--- config.mk ---
export PLATFORM = sky130hd
export DESIGN_NAME = cnn_csr_ctl_flat
export DESIGN_NICKNAME = d
export VERILOG_FILES = /design/src/rtl/cnn_csr_ctl_if.sv /design/src/rtl/cnn_csr_ctl.sv /design/src/flat_wrapper.sv
export SDC_FILE = /design/constraint.sdc
export NUM_CORES = 1
export LEC_CHECK = 0
export ABC_AREA = 1
export BUFFER_PORTS_ARGS = -buffer_cell sky130_fd_sc_hd__buf_2
export CORE_AREA = 2 2 204 206
export DETAILED_ROUTE_END_ITERATION = 10
export DIE_AREA = 0 0 206 208
export GPL_TIMING_DRIVEN = 0
export HOLD_SLACK_MARGIN = 0.15
export MAX_ROUTING_LAYER = met4
export PLACE_DENSITY_LB_ADDON = 0.15
export SLEW_MARGIN = 20
export SYNTH_ARGS = -nofsm -noshare
export SYNTH_HDL_FRONTEND = slang
export SYNTH_SLANG_ARGS = --single-unit
--- constraint.sdc ---
create_clock -name clk -period 1.8 [get_ports clk]
set_input_delay 0.27 -clock clk [delete_from_list [all_inputs] [get_ports clk]]
set_output_delay 0.27 -clock clk [all_outputs]
set_load 0.1 [all_outputs]
--- src/rtl/cnn_csr_ctl_if.sv ---
// Avalon-MM slave bus between the HPS lightweight bridge and the CNN
// control/status block.
interface cnn_csr_ctl_if #(
    parameter int ADDR_W = 6
);
    logic [ADDR_W-1:0] avs_address;
    logic              avs_write;
    logic              avs_read;
    logic [31:0]       avs_writedata;
    logic [31:0]       avs_readdata;
    logic              avs_waitrequest;

    modport master (
        output avs_address,
        output avs_write,
        output avs_read,
        output avs_writedata,
        input  avs_readdata,
        input  avs_waitrequest
    );

    modport slave (
        input  avs_address,
        input  avs_write,
        input  avs_read,
        input  avs_writedata,
        output avs_readdata,
        output avs_waitrequest
    );
endinterface

--- src/rtl/cnn_csr_ctl.sv ---
// cnn_csr_ctl: HPS control/status window onto the CNN accelerator.
// Holds NUM_PTR 64-bit pointer registers (lo/hi word addressed), runs the
// start/busy/done launch handshake with timeout and abort, and keeps sticky
// DONE/ERR status, an interrupt and a saturating run-cycle counter.
module cnn_csr_ctl #(
    parameter int          NUM_PTR   = 5,
    parameter int          ADDR_W    = 6,
    parameter int          LAUNCH_TO = 1024,
    parameter logic [31:0] ID_VALUE  = 32'h434E_0002
) (
    input  logic                  clk,
    input  logic                  rstn,
    cnn_csr_ctl_if.slave          avs,
    output logic [NUM_PTR*64-1:0] ptr_o,
    output logic                  start,
    output logic                  abort,
    input  logic                  busy,
    input  logic                  done,
    output logic                  irq
);
    typedef enum logic [1:0] {
        ST_IDLE   = 2'd0,
        ST_LAUNCH = 2'd1,
        ST_RUN    = 2'd2
    } state_t;

    localparam logic [31:0]       TO_LAST  = 32'(LAUNCH_TO - 1);
    localparam logic [31:0]       CYC_MAX  = 32'hFFFF_FFFF;
    localparam logic [31:0]       PTR_END  = 32'(4 + 2 * NUM_PTR);
    localparam logic [ADDR_W-1:0] A_CTRL   = ADDR_W'(0);
    localparam logic [ADDR_W-1:0] A_STATUS = ADDR_W'(1);
    localparam logic [ADDR_W-1:0] A_CYCLES = ADDR_W'(2);
    localparam logic [ADDR_W-1:0] A_ID     = ADDR_W'(3);

    state_t      r_state;
    logic        r_start;
    logic        r_abort;
    logic        r_irq;
    logic        r_irq_en;
    logic        r_done;
    logic        r_err;
    logic [31:0] r_tocnt;
    logic [31:0] r_cycles;
    logic [31:0] r_rdata;
    logic [63:0] r_ptr [NUM_PTR];

    logic        w_wr_ctrl;
    logic        w_wr_status;
    logic        w_start_req;
    logic        w_abort_req;
    logic        w_active;
    logic        w_launch;
    logic        w_ptr_wr;
    logic        w_timeout;
    logic        w_done_set;
    logic        w_err_set;
    logic [31:0] w_rdata;

    // Decode bus writes and the hardware events that touch DONE/ERR.
    always_comb begin
        w_wr_ctrl   = avs.avs_write && (avs.avs_address == A_CTRL);
        w_wr_status = avs.avs_write && (avs.avs_address == A_STATUS);
        // ABORT wins over START when both arrive in one write.
        w_abort_req = w_wr_ctrl && avs.avs_writedata[2];
        w_start_req = w_wr_ctrl && avs.avs_writedata[0] && !avs.avs_writedata[2];
        w_active    = (r_state == ST_LAUNCH) || (r_state == ST_RUN);
        w_launch    = w_start_req && !w_active;
        w_ptr_wr    = avs.avs_write && (32'(avs.avs_address) >= 32'd4)
                      && (32'(avs.avs_address) < PTR_END);
        w_timeout   = (r_state == ST_LAUNCH) && !done && !busy
                      && (r_tocnt == TO_LAST) && !w_abort_req;
        w_done_set  = w_active && done && !w_abort_req;
        w_err_set   = w_timeout || (w_active && (w_ptr_wr || w_start_req));
    end

    // Launch state machine with registered start/abort and timeout counter.
    always_ff @(posedge clk or negedge rstn) begin
        if (!rstn) begin
            r_state <= ST_IDLE;
            r_start <= 1'b0;
            r_abort <= 1'b0;
            r_tocnt <= 32'd0;
        end else begin
            r_abort <= w_abort_req;
            if (w_abort_req) begin
                r_state <= ST_IDLE;
                r_start <= 1'b0;
            end else begin
                case (r_state)
                    ST_LAUNCH: begin
                        r_tocnt <= r_tocnt + 32'd1;
                        if (done) begin
                            r_state <= ST_IDLE;
                            r_start <= 1'b0;
                        end else if (busy) begin
                            r_state <= ST_RUN;
                            r_start <= 1'b0;
                        end else if (r_tocnt == TO_LAST) begin
                            r_state <= ST_IDLE;
                            r_start <= 1'b0;
                        end else begin
                            r_state <= ST_LAUNCH;
                        end
                    end
                    ST_RUN: begin
                        r_start <= 1'b0;
                        if (done) begin
                            r_state <= ST_IDLE;
                        end else begin
                            r_state <= ST_RUN;
                        end
                    end
                    default: begin
                        // IDLE and the unused code 3 both behave as IDLE.
                        if (w_launch) begin
                            r_state <= ST_LAUNCH;
                            r_start <= 1'b1;
                            r_tocnt <= 32'd0;
                        end else begin
                            r_state <= ST_IDLE;
                            r_start <= 1'b0;
                        end
                    end
                endcase
            end
        end
    end

    // Run-cycle counter: cleared on launch, saturating count while active.
    always_ff @(posedge clk or negedge rstn) begin
        if (!rstn) begin
            r_cycles <= 32'd0;
        end else if (w_launch) begin
            r_cycles <= 32'd0;
        end else if (w_active && (r_cycles != CYC_MAX)) begin
            r_cycles <= r_cycles + 32'd1;
        end else begin
            r_cycles <= r_cycles;
        end
    end

    // CTRL IRQ_EN, sticky DONE/ERR (hardware set beats W1C) and the irq register.
    always_ff @(posedge clk or negedge rstn) begin
        if (!rstn) begin
            r_irq_en <= 1'b0;
            r_done   <= 1'b0;
            r_err    <= 1'b0;
            r_irq    <= 1'b0;
        end else begin
            if (w_wr_ctrl) begin
                r_irq_en <= avs.avs_writedata[1];
            end else begin
                r_irq_en <= r_irq_en;
            end
            if (w_done_set) begin
                r_done <= 1'b1;
            end else if (w_wr_status && avs.avs_writedata[1]) begin
                r_done <= 1'b0;
            end else begin
                r_done <= r_done;
            end
            if (w_err_set) begin
                r_err <= 1'b1;
            end else if (w_wr_status && avs.avs_writedata[2]) begin
                r_err <= 1'b0;
            end else begin
                r_err <= r_err;
            end
            r_irq <= r_irq_en && (r_done || r_err);
        end
    end

    // Pointer registers; writes are accepted only while the engine is idle.
    always_ff @(posedge clk or negedge rstn) begin
        if (!rstn) begin
            for (int k = 0; k < NUM_PTR; k++) begin
                r_ptr[k] <= 64'd0;
            end
        end else if (w_ptr_wr && !w_active) begin
            for (int k = 0; k < NUM_PTR; k++) begin
                if (avs.avs_address == ADDR_W'(4 + 2 * k)) begin
                    r_ptr[k][31:0] <= avs.avs_writedata;
                end else if (avs.avs_address == ADDR_W'(5 + 2 * k)) begin
                    r_ptr[k][63:32] <= avs.avs_writedata;
                end else begin
                    r_ptr[k] <= r_ptr[k];
                end
            end
        end else begin
            for (int k = 0; k < NUM_PTR; k++) begin
                r_ptr[k] <= r_ptr[k];
            end
        end
    end

    // Read-data mux; unmapped addresses return 0.
    always_comb begin
        w_rdata = 32'd0;
        case (avs.avs_address)
            A_CTRL:   w_rdata = {30'd0, r_irq_en, 1'b0};
            A_STATUS: w_rdata = {26'd0, r_state, busy, r_err, r_done, w_active};
            A_CYCLES: w_rdata = r_cycles;
            A_ID:     w_rdata = ID_VALUE;
            default: begin
                for (int k = 0; k < NUM_PTR; k++) begin
                    if (avs.avs_address == ADDR_W'(4 + 2 * k)) begin
                        w_rdata = r_ptr[k][31:0];
                    end else if (avs.avs_address == ADDR_W'(5 + 2 * k)) begin
                        w_rdata = r_ptr[k][63:32];
                    end else begin
                        w_rdata = w_rdata;
                    end
                end
            end
        endcase
    end

    // Registered read data, updated only on a read strobe.
    always_ff @(posedge clk or negedge rstn) begin
        if (!rstn) begin
            r_rdata <= 32'd0;
        end else if (avs.avs_read) begin
            r_rdata <= w_rdata;
        end else begin
            r_rdata <= r_rdata;
        end
    end

    for (genvar g = 0; g < NUM_PTR; g++) begin : g_ptr_o
        assign ptr_o[64*g +: 64] = r_ptr[g];
    end

    assign avs.avs_readdata    = r_rdata;
    assign avs.avs_waitrequest = 1'b0;
    assign start               = r_start;
    assign abort               = r_abort;
    assign irq                 = r_irq;
endmodule
--- src/flat_wrapper.sv ---
// flat-port wrapper written by rule: the top's interface ports become plain ports
module cnn_csr_ctl_flat 
#(
    parameter int          NUM_PTR   = 5,
    parameter int          ADDR_W    = 6,
    parameter int          LAUNCH_TO = 1024,
    parameter logic [31:0] ID_VALUE  = 32'h434E_0002
)
  (clk, rstn, ptr_o, start, abort, busy, done, irq, avs_avs_address, avs_avs_write, avs_avs_read, avs_avs_writedata, avs_avs_readdata, avs_avs_waitrequest);
  cnn_csr_ctl_if #(.ADDR_W(ADDR_W)) avs_i ();
  input  logic clk;
  input  logic rstn;
  output logic [NUM_PTR*64-1:0] ptr_o;
  output logic start;
  output logic abort;
  input  logic busy;
  input  logic done;
  output logic irq;
  input wire logic [$bits(avs_i.avs_address)-1:0] avs_avs_address;
  input wire logic [$bits(avs_i.avs_write)-1:0] avs_avs_write;
  input wire logic [$bits(avs_i.avs_read)-1:0] avs_avs_read;
  input wire logic [$bits(avs_i.avs_writedata)-1:0] avs_avs_writedata;
  output wire logic [$bits(avs_i.avs_readdata)-1:0] avs_avs_readdata;
  output wire logic [$bits(avs_i.avs_waitrequest)-1:0] avs_avs_waitrequest;
  assign avs_i.avs_address = avs_avs_address;
  assign avs_i.avs_write = avs_avs_write;
  assign avs_i.avs_read = avs_avs_read;
  assign avs_i.avs_writedata = avs_avs_writedata;
  assign avs_avs_readdata = avs_i.avs_readdata;
  assign avs_avs_waitrequest = avs_i.avs_waitrequest;
  cnn_csr_ctl #(.NUM_PTR(NUM_PTR), .ADDR_W(ADDR_W), .LAUNCH_TO(LAUNCH_TO), .ID_VALUE(ID_VALUE)) u_core (.clk(clk), .rstn(rstn), .avs(avs_i), .ptr_o(ptr_o), .start(start), .abort(abort), .busy(busy), .done(done), .irq(irq));
endmodule
Yosys cells after proc, flatten, opt, wreduce, memory -nomap -nowiden --
Cells that the tools add are included.
Operators by class: $add $sub $neg 2, multiply operators 0, div/mod/pow operators 0, order comparisons 2, equal/unequal tests 18, shifts and indexed selects 0, mux-type cells 32, bitwise logic cells 7, reductions and logical operators 45
Operator list (count):
- $mux 32 | 13
- $pmux 32 s4 | 1
- $add 32x1->32 const B | 2
- $pmux 32 s2 | 1
- $eq 6x4->1 const B | 6
- $eq 32x10->1 const B | 1
- $ne 32x32->1 const B | 1
- $eq 6x3->1 const B | 4
- $logic_and 1x1->1 | 20
- $reduce_and 3->1 | 6
- $eq 6x2->1 const B | 2
- $mux 1 | 11
- $reduce_and 2->1 | 5
- $mux 2 | 4
- $reduce_bool 2->1 | 4
- $not 1->1 | 7
- $eq 6x1->1 const B | 1
- $ge 6x3->1 const B | 1
- $logic_not 6->1 | 1
- $lt 6x4->1 const B | 1
- $logic_not 1->1 | 5
- $ne 5x4->1 const B | 1
- $logic_or 1x1->1 | 4
- $pmux 2 s2 | 1
- other kinds (3) | 3
Storage, ports and cells: register bits 424, bits in latches 0, RAM bits 0, ROM bits 0, input port bits 44, output and inout bits 356, word-level logic and storage cells 126, memories 0

Longest topological paths before layout --
word-level depth 12, depth in mapped cells 13, gate-level depth less buffers 13

Least setup slack after synthesis --
No wires, ideal clock.
path kind reg-to-reg, start point register u_core.r_cycles[0], end point register u_core.r_cycles[12], library setup time 0.095 ns, arrival 1.844 ns, data required time 1.705 ns, slack -0.140 ns, cell stages (with the launch flop) 13, buffers on the path 1, clock period less this slack 1.940 ns, path through dfrtp_1 ha_1 nand2_1 nor2_1 nand2_1 nor2_1 nand2_1 nand2_2 nand2_2 inv_1 buf_2 nand2_1 o31ai_1
Between the ends: cells in the longest elaborated chain, start to end 3, elaborated cells between the ends (all ways) 6, classes of those cells add/sub (1); eq/ne (1); mux (2); reduce/logical (2)
RTL lines:
- start: declaration | line cnn_csr_ctl.sv:43 | logic [31:0] r_cycles;
- start signal: assignment | line cnn_csr_ctl.sv:136 | r_cycles <= r_cycles + 32'd1;
- start signal: assignment | line cnn_csr_ctl.sv:138 | r_cycles <= r_cycles;
- $add 32x1->32 / $ne 32x32->1 (equally long branches) | line cnn_csr_ctl.sv:136, cnn_csr_ctl.sv:135
- $mux 32 / $logic_and 1x1->1 (equally long branches) | line cnn_csr_ctl.sv:135 | end else if (w_active && (r_cycles != CYC_MAX)) begin
- $mux 32 / $reduce_bool 2->1 (equally long branches)
Parallel ways exist; a longest one is shown, timed or not. The select of a mux whose other input is x is not followed. A chain may end at the register's enable or synchronous reset.

Final worst setup path --
start point register u_core.r_state[0], end point register u_core.r_ptr, in the netlist u_core.ptr_o[268]
Between the ends: cells in the longest elaborated chain, start to end 5, elaborated cells between the ends (all ways) 6, classes of those cells eq/ne (2); reduce/logical (4)
RTL lines:
- start: declaration | line cnn_csr_ctl.sv:35 | state_t r_state;
- start signal: assignment | line cnn_csr_ctl.sv:79 | r_state <= ST_IDLE;
- start signal: assignment | line cnn_csr_ctl.sv:86 | r_state <= ST_IDLE;
- start signal: assignment | line cnn_csr_ctl.sv:93 | r_state <= ST_IDLE;
- $eq 2x1->1 / $eq 2x2->1 (equally long branches) | line cnn_csr_ctl.sv:66 | w_active = (r_state == ST_LAUNCH) || (r_state == ST_RUN);
- $logic_or 1x1->1 (*) | line cnn_csr_ctl.sv:66
- $logic_not 1->1 (*) | line cnn_csr_ctl.sv:179 | end else if (w_ptr_wr && !w_active) begin
- $logic_and 1x1->1 (*) | line cnn_csr_ctl.sv:179
- $reduce_and 2->1 (no source line) (*)
- end signal: indexed assignment | line cnn_csr_ctl.sv:182 | r_ptr[k][31:0] <= avs.avs_writedata;
- end signal: indexed assignment | line cnn_csr_ctl.sv:184 | r_ptr[k][63:32] <= avs.avs_writedata;
- end signal: indexed assignment | line cnn_csr_ctl.sv:186 | r_ptr[k] <= r_ptr[k];
- end: declaration | line cnn_csr_ctl.sv:45 | logic [63:0] r_ptr [NUM_PTR];
Every way passes the cells marked *; elsewhere a longest branch is shown, timed or not.

==> impl_metrics.py <==
metrics = {
    "grt": {
        "first_global_vias": 19841,
        "antenna_found_initial": 5,
        "track_usage_pct": 39.4,
        "grt_pass1_wl_microns": 123000,
        "overflow": 0,
        "grt_max_degree": 86,
    },
    "route": {
        "wl_per_cell_microns": 23.8,
        "vias_per_cell": 5.87,
        "routed_wl_microns": 87200,
        "drt_first_pass_iters": 5,
        "dr_total_vias": 21529,
        "drt-initial-drc-count": 2147,
        "antenna_left": 0,
        "drc": 0,
    },
    "pwr": {
        "internal-power_mw": 16.8,
        "vdd_drop_max_v": 0.000755,
        "pwr-share-clk_pct": 39.8,
        "power.density_nw_per_um2": 905,
        "power.share.combinational_pct": 18.9,
        "p_leak_nw": 13.8,
        "seqPwrFrac_pct": 41.3,
        "p_switching_mw": 8.52,
        "power_mw": 25.3,
        "switching_share_pct": 33.6,
    },
    "setup_path": {
        "crit_type": "reg2reg",
        "crit_chain": "inv_2 > ha_4 > clkinv_8 > nor2_4 > clkbuf_16 > nand2_4 > clkbuf_8 > nand2_1 > o21ai_0",
        "startpoint_type": "flop",
        "required_ps": 2230,
        "slowest_stage": "dfrtp_1",
        "worstSetupEndpointType": "flop",
        "slowest_delay_ps": 380,
        "crit_arrival_ps": 2370,
        "cp_top_family": "buffers and inverters",
        "cp_max_fo": 10,
        "worstPathBufferInverterCount": 4,
    },
    "clock_network": {
        "cts.sinks": 424,
        "h-tree-depth": 2,
        "cts_tree": "built",
        "clkTransAtPathRegs_ps": 60,
        "cts_root_buffer": "clkbuf_16",
        "insertion_delay_ps": 600,
        "cts_buffers": 47,
        "cts.path.max_buffers": 3,
    },
    "yosys": {
        "netlist_top_cells_area": "dfrtp_1 53%, nand2_1 13%, o21ai_0 9.2%",
        "synth_cell_types": 33,
        "synth_top_flop_cell": "dfrtp_1",
        "postSynthNetCount": 2573,
        "synth_area_sq_um": 20100,
        "synth-seq-area-share_pct": 52.7,
        "synth_enable_flop_cells": 0,
        "syn_area_per_cell_sq_um": 7.97,
        "synth_top_area_share_pct": 52.7,
        "async_flop_share_pct": 100,
        "ys_top_cells_by_count": "699 x nand2_1, 424 x dfrtp_1, 368 x o21ai_0, 218 x inv_1, 142 x nor2_1",
        "yosysMostFrequentCell": "nand2_1",
        "synth_area_leader_cell": "dfrtp_1",
        "synthCells": 2525,
        "ys_ff_latch": 424,
        "yosysWarnings": 0,
    },
    "floorplanning": {
        "rows": 74,
        "die_x_microns": 206,
        "core_sq_um": 40600,
        "start_util_pct": 49.6,
        "die_height_microns": 208,
        "die-area_sq_um": 42800,
        "io_pins": 400,
    },
    "place": {
        "detailed_place.area_sq_um": 22900,
        "post-dp-hpwl_microns": 62400,
        "pre_cts_ws_ps": -1210,
        "place_congestion": 1.02,
        "numPortBuffers": 398,
    },
    "timing": {
        "finClkSkew_ps": 24.5,
        "min_period_over_period_pct": 108,
        "slew_viol_final": 0,
        "relSlewSlack_pct": 42.3,
        "holdWs_ps": 133,
        "finalSetupViolations": 251,
        "worst_slack_ps": -140,
        "min_period_ps": 1940,
        "rsz0062_at_grt": "yes",
        "worstMarginPinSlew_ps": 865,
        "fmax_mhz": 516,
        "report.final.hold_viol_count": 0,
    },
    "final_layout": {
        "fin_area_sq_um": 28000,
        "fin_nets": 3143,
        "drive_gt1_share_pct": 31.5,
        "fillers": 3235,
        "area_growth_pct": 39.2,
        "multi_input_area_sq_um": 9550,
        "seq_area_sq_um": 10600,
    },
    "job": {
        "drv_cap": 0,
    },
    "hold_path": {
        "hp-class": "in2reg",
    },
    "outcome": {
        "outcome": "finished with violations",
        "failed_checks": "setup timing",
    },
}
area by class of cell:
| type | count | share of cell area (%) |
|---|---|---|
| Inverter | 223 | 3.08 |
| Clock inverter | 14 | 0.818 |
| Buffer | 131 | 4.35 |
| Antenna cell | 4 | 0.0357 |
| Timing Repair Buffer | 515 | 12.4 |
| Clock buffer | 69 | 4.85 |
| Tap cell | 532 | 2.38 |
| Sequential cell | 424 | 37.9 |
| Multi-Input combinational cell | 1753 | 34.1 |
metal layers:
| metal | vias up | GRT usage, % | share of wire [%] |
|---|---|---|---|
| li1 | 9537 | - | - |
| met5 | - | - | 0 |
| met3 | 251 | 7.25 | 9.0 |
| met2 | 1175 | 61.0 | 47 |
| met4 | 0 | 15.8 | 5.3 |
| met1 | 10566 | 51.2 | 39 |
sequential cells by signal, summed over array words and instances (netlist names):
| signal | flops |
|---|---|
| u_core.ptr_o | 320 |
| u_core.avs.avs_readdata | 32 |
| u_core.r_cycles | 32 |
| u_core.r_tocnt | 32 |
| u_core.r_state | 2 |
| u_core.abort | 1 |
| u_core.irq | 1 |
| u_core.r_done | 1 |
| u_core.r_err | 1 |
| u_core.r_irq_en | 1 |
| u_core.start | 1 |
power by group through the flow:
stage / clock network (mW) / registers (mW) / logic, mW
floorplan: 0 / 12.7 / 0.912
global placement: 0 / 10.6 / 4.20
detailed placement: 0 / 10.6 / 4.28
CTS: 10.1 / 10.4 / 4.46
global route: 10.5 / 10.5 / 4.98
finish: 10.1 / 10.5 / 4.78
logic make-up (layout without fill, tap and decap cells):
kind of cell | after synthesis | after routing | synth area share [%]
simple gates | 1212 | 1220 | 26.3
other cells | 1 | 5 | 0.0186
xor+xnor | 23 | 23 | 1.00
flops | 424 | 424 | 52.7
fa+ha+maj | 4 | 4 | 0.249
compound gates | 505 | 505 | 12.8
buf+inv | 356 | 952 | 6.87
path summary, 6_finish.rpt:
path / startpoint / end / slack (ps) / depth (start not counted)
worst max register to register: u_core.r_state[0] / u_core.ptr_o[268] / -140 / 9
max in group asynchronous: rstn / u_core.ptr_o[84] / 350 / 5
min in group asynchronous: rstn / u_core.r_tocnt[19] / 200 / 2
worst max-delay path: u_core.r_state[0] / u_core.ptr_o[268] / -140 / 9
worst min-delay path: avs_avs_write / u_core.r_irq_en / 130 / 4
worst min register to register: u_core.r_irq_en / u_core.r_irq_en / 500 / 2
cells in the final DEF, fill, tap and decap left out, drive strengths merged, types with 102 or more instances in the layout:
cell / count
nand3: 145
nor2: 153
clkbuf: 147
o21ai: 377
buf: 554
nand4: 129
dfrtp: 424
a21oi: 102
nand2: 709
inv: 222
worst register-to-register path: cells and delay by family, from the launching register on:
| family | cells | cell delay (ps) |
|---|---|---|
| AO/OA/AOI/OAI | 1 | 110 |
| AND/OR/NAND/NOR | 3 | 400 |
| buffers and inverters | 4 | 610 |
| adder cells (fa/ha/maj) | 1 | 300 |
| flip-flops | 1 | 380 |
what timing repair did:
| action | CTS | global route |
|---|---|---|
| gates resized for setup | 278 | 538 |
| pin swaps | 7 | 24 |
| endpoints found under the setup margin | 427 | 482 |
| endpoints found under the hold margin | 113 | 1 |
| setup buffers | 24 | 46 |
| hold buffers | 14 | 1 |
| gates cloned | 11 | 25 |
metrics by stage:
stage	TNS, ps	util, %	cells
4_1_cts	-2160	63.7	3591
2_1_floorplan	0	-	2525
3_5_place_dp	-372080	56.6	3460
6_report	-12560	69.0	3665
3_3_place_gp	-3741260	56.2	3455
5_1_grt	-23520	69.0	3665
(Power assumes the default switching activity.)
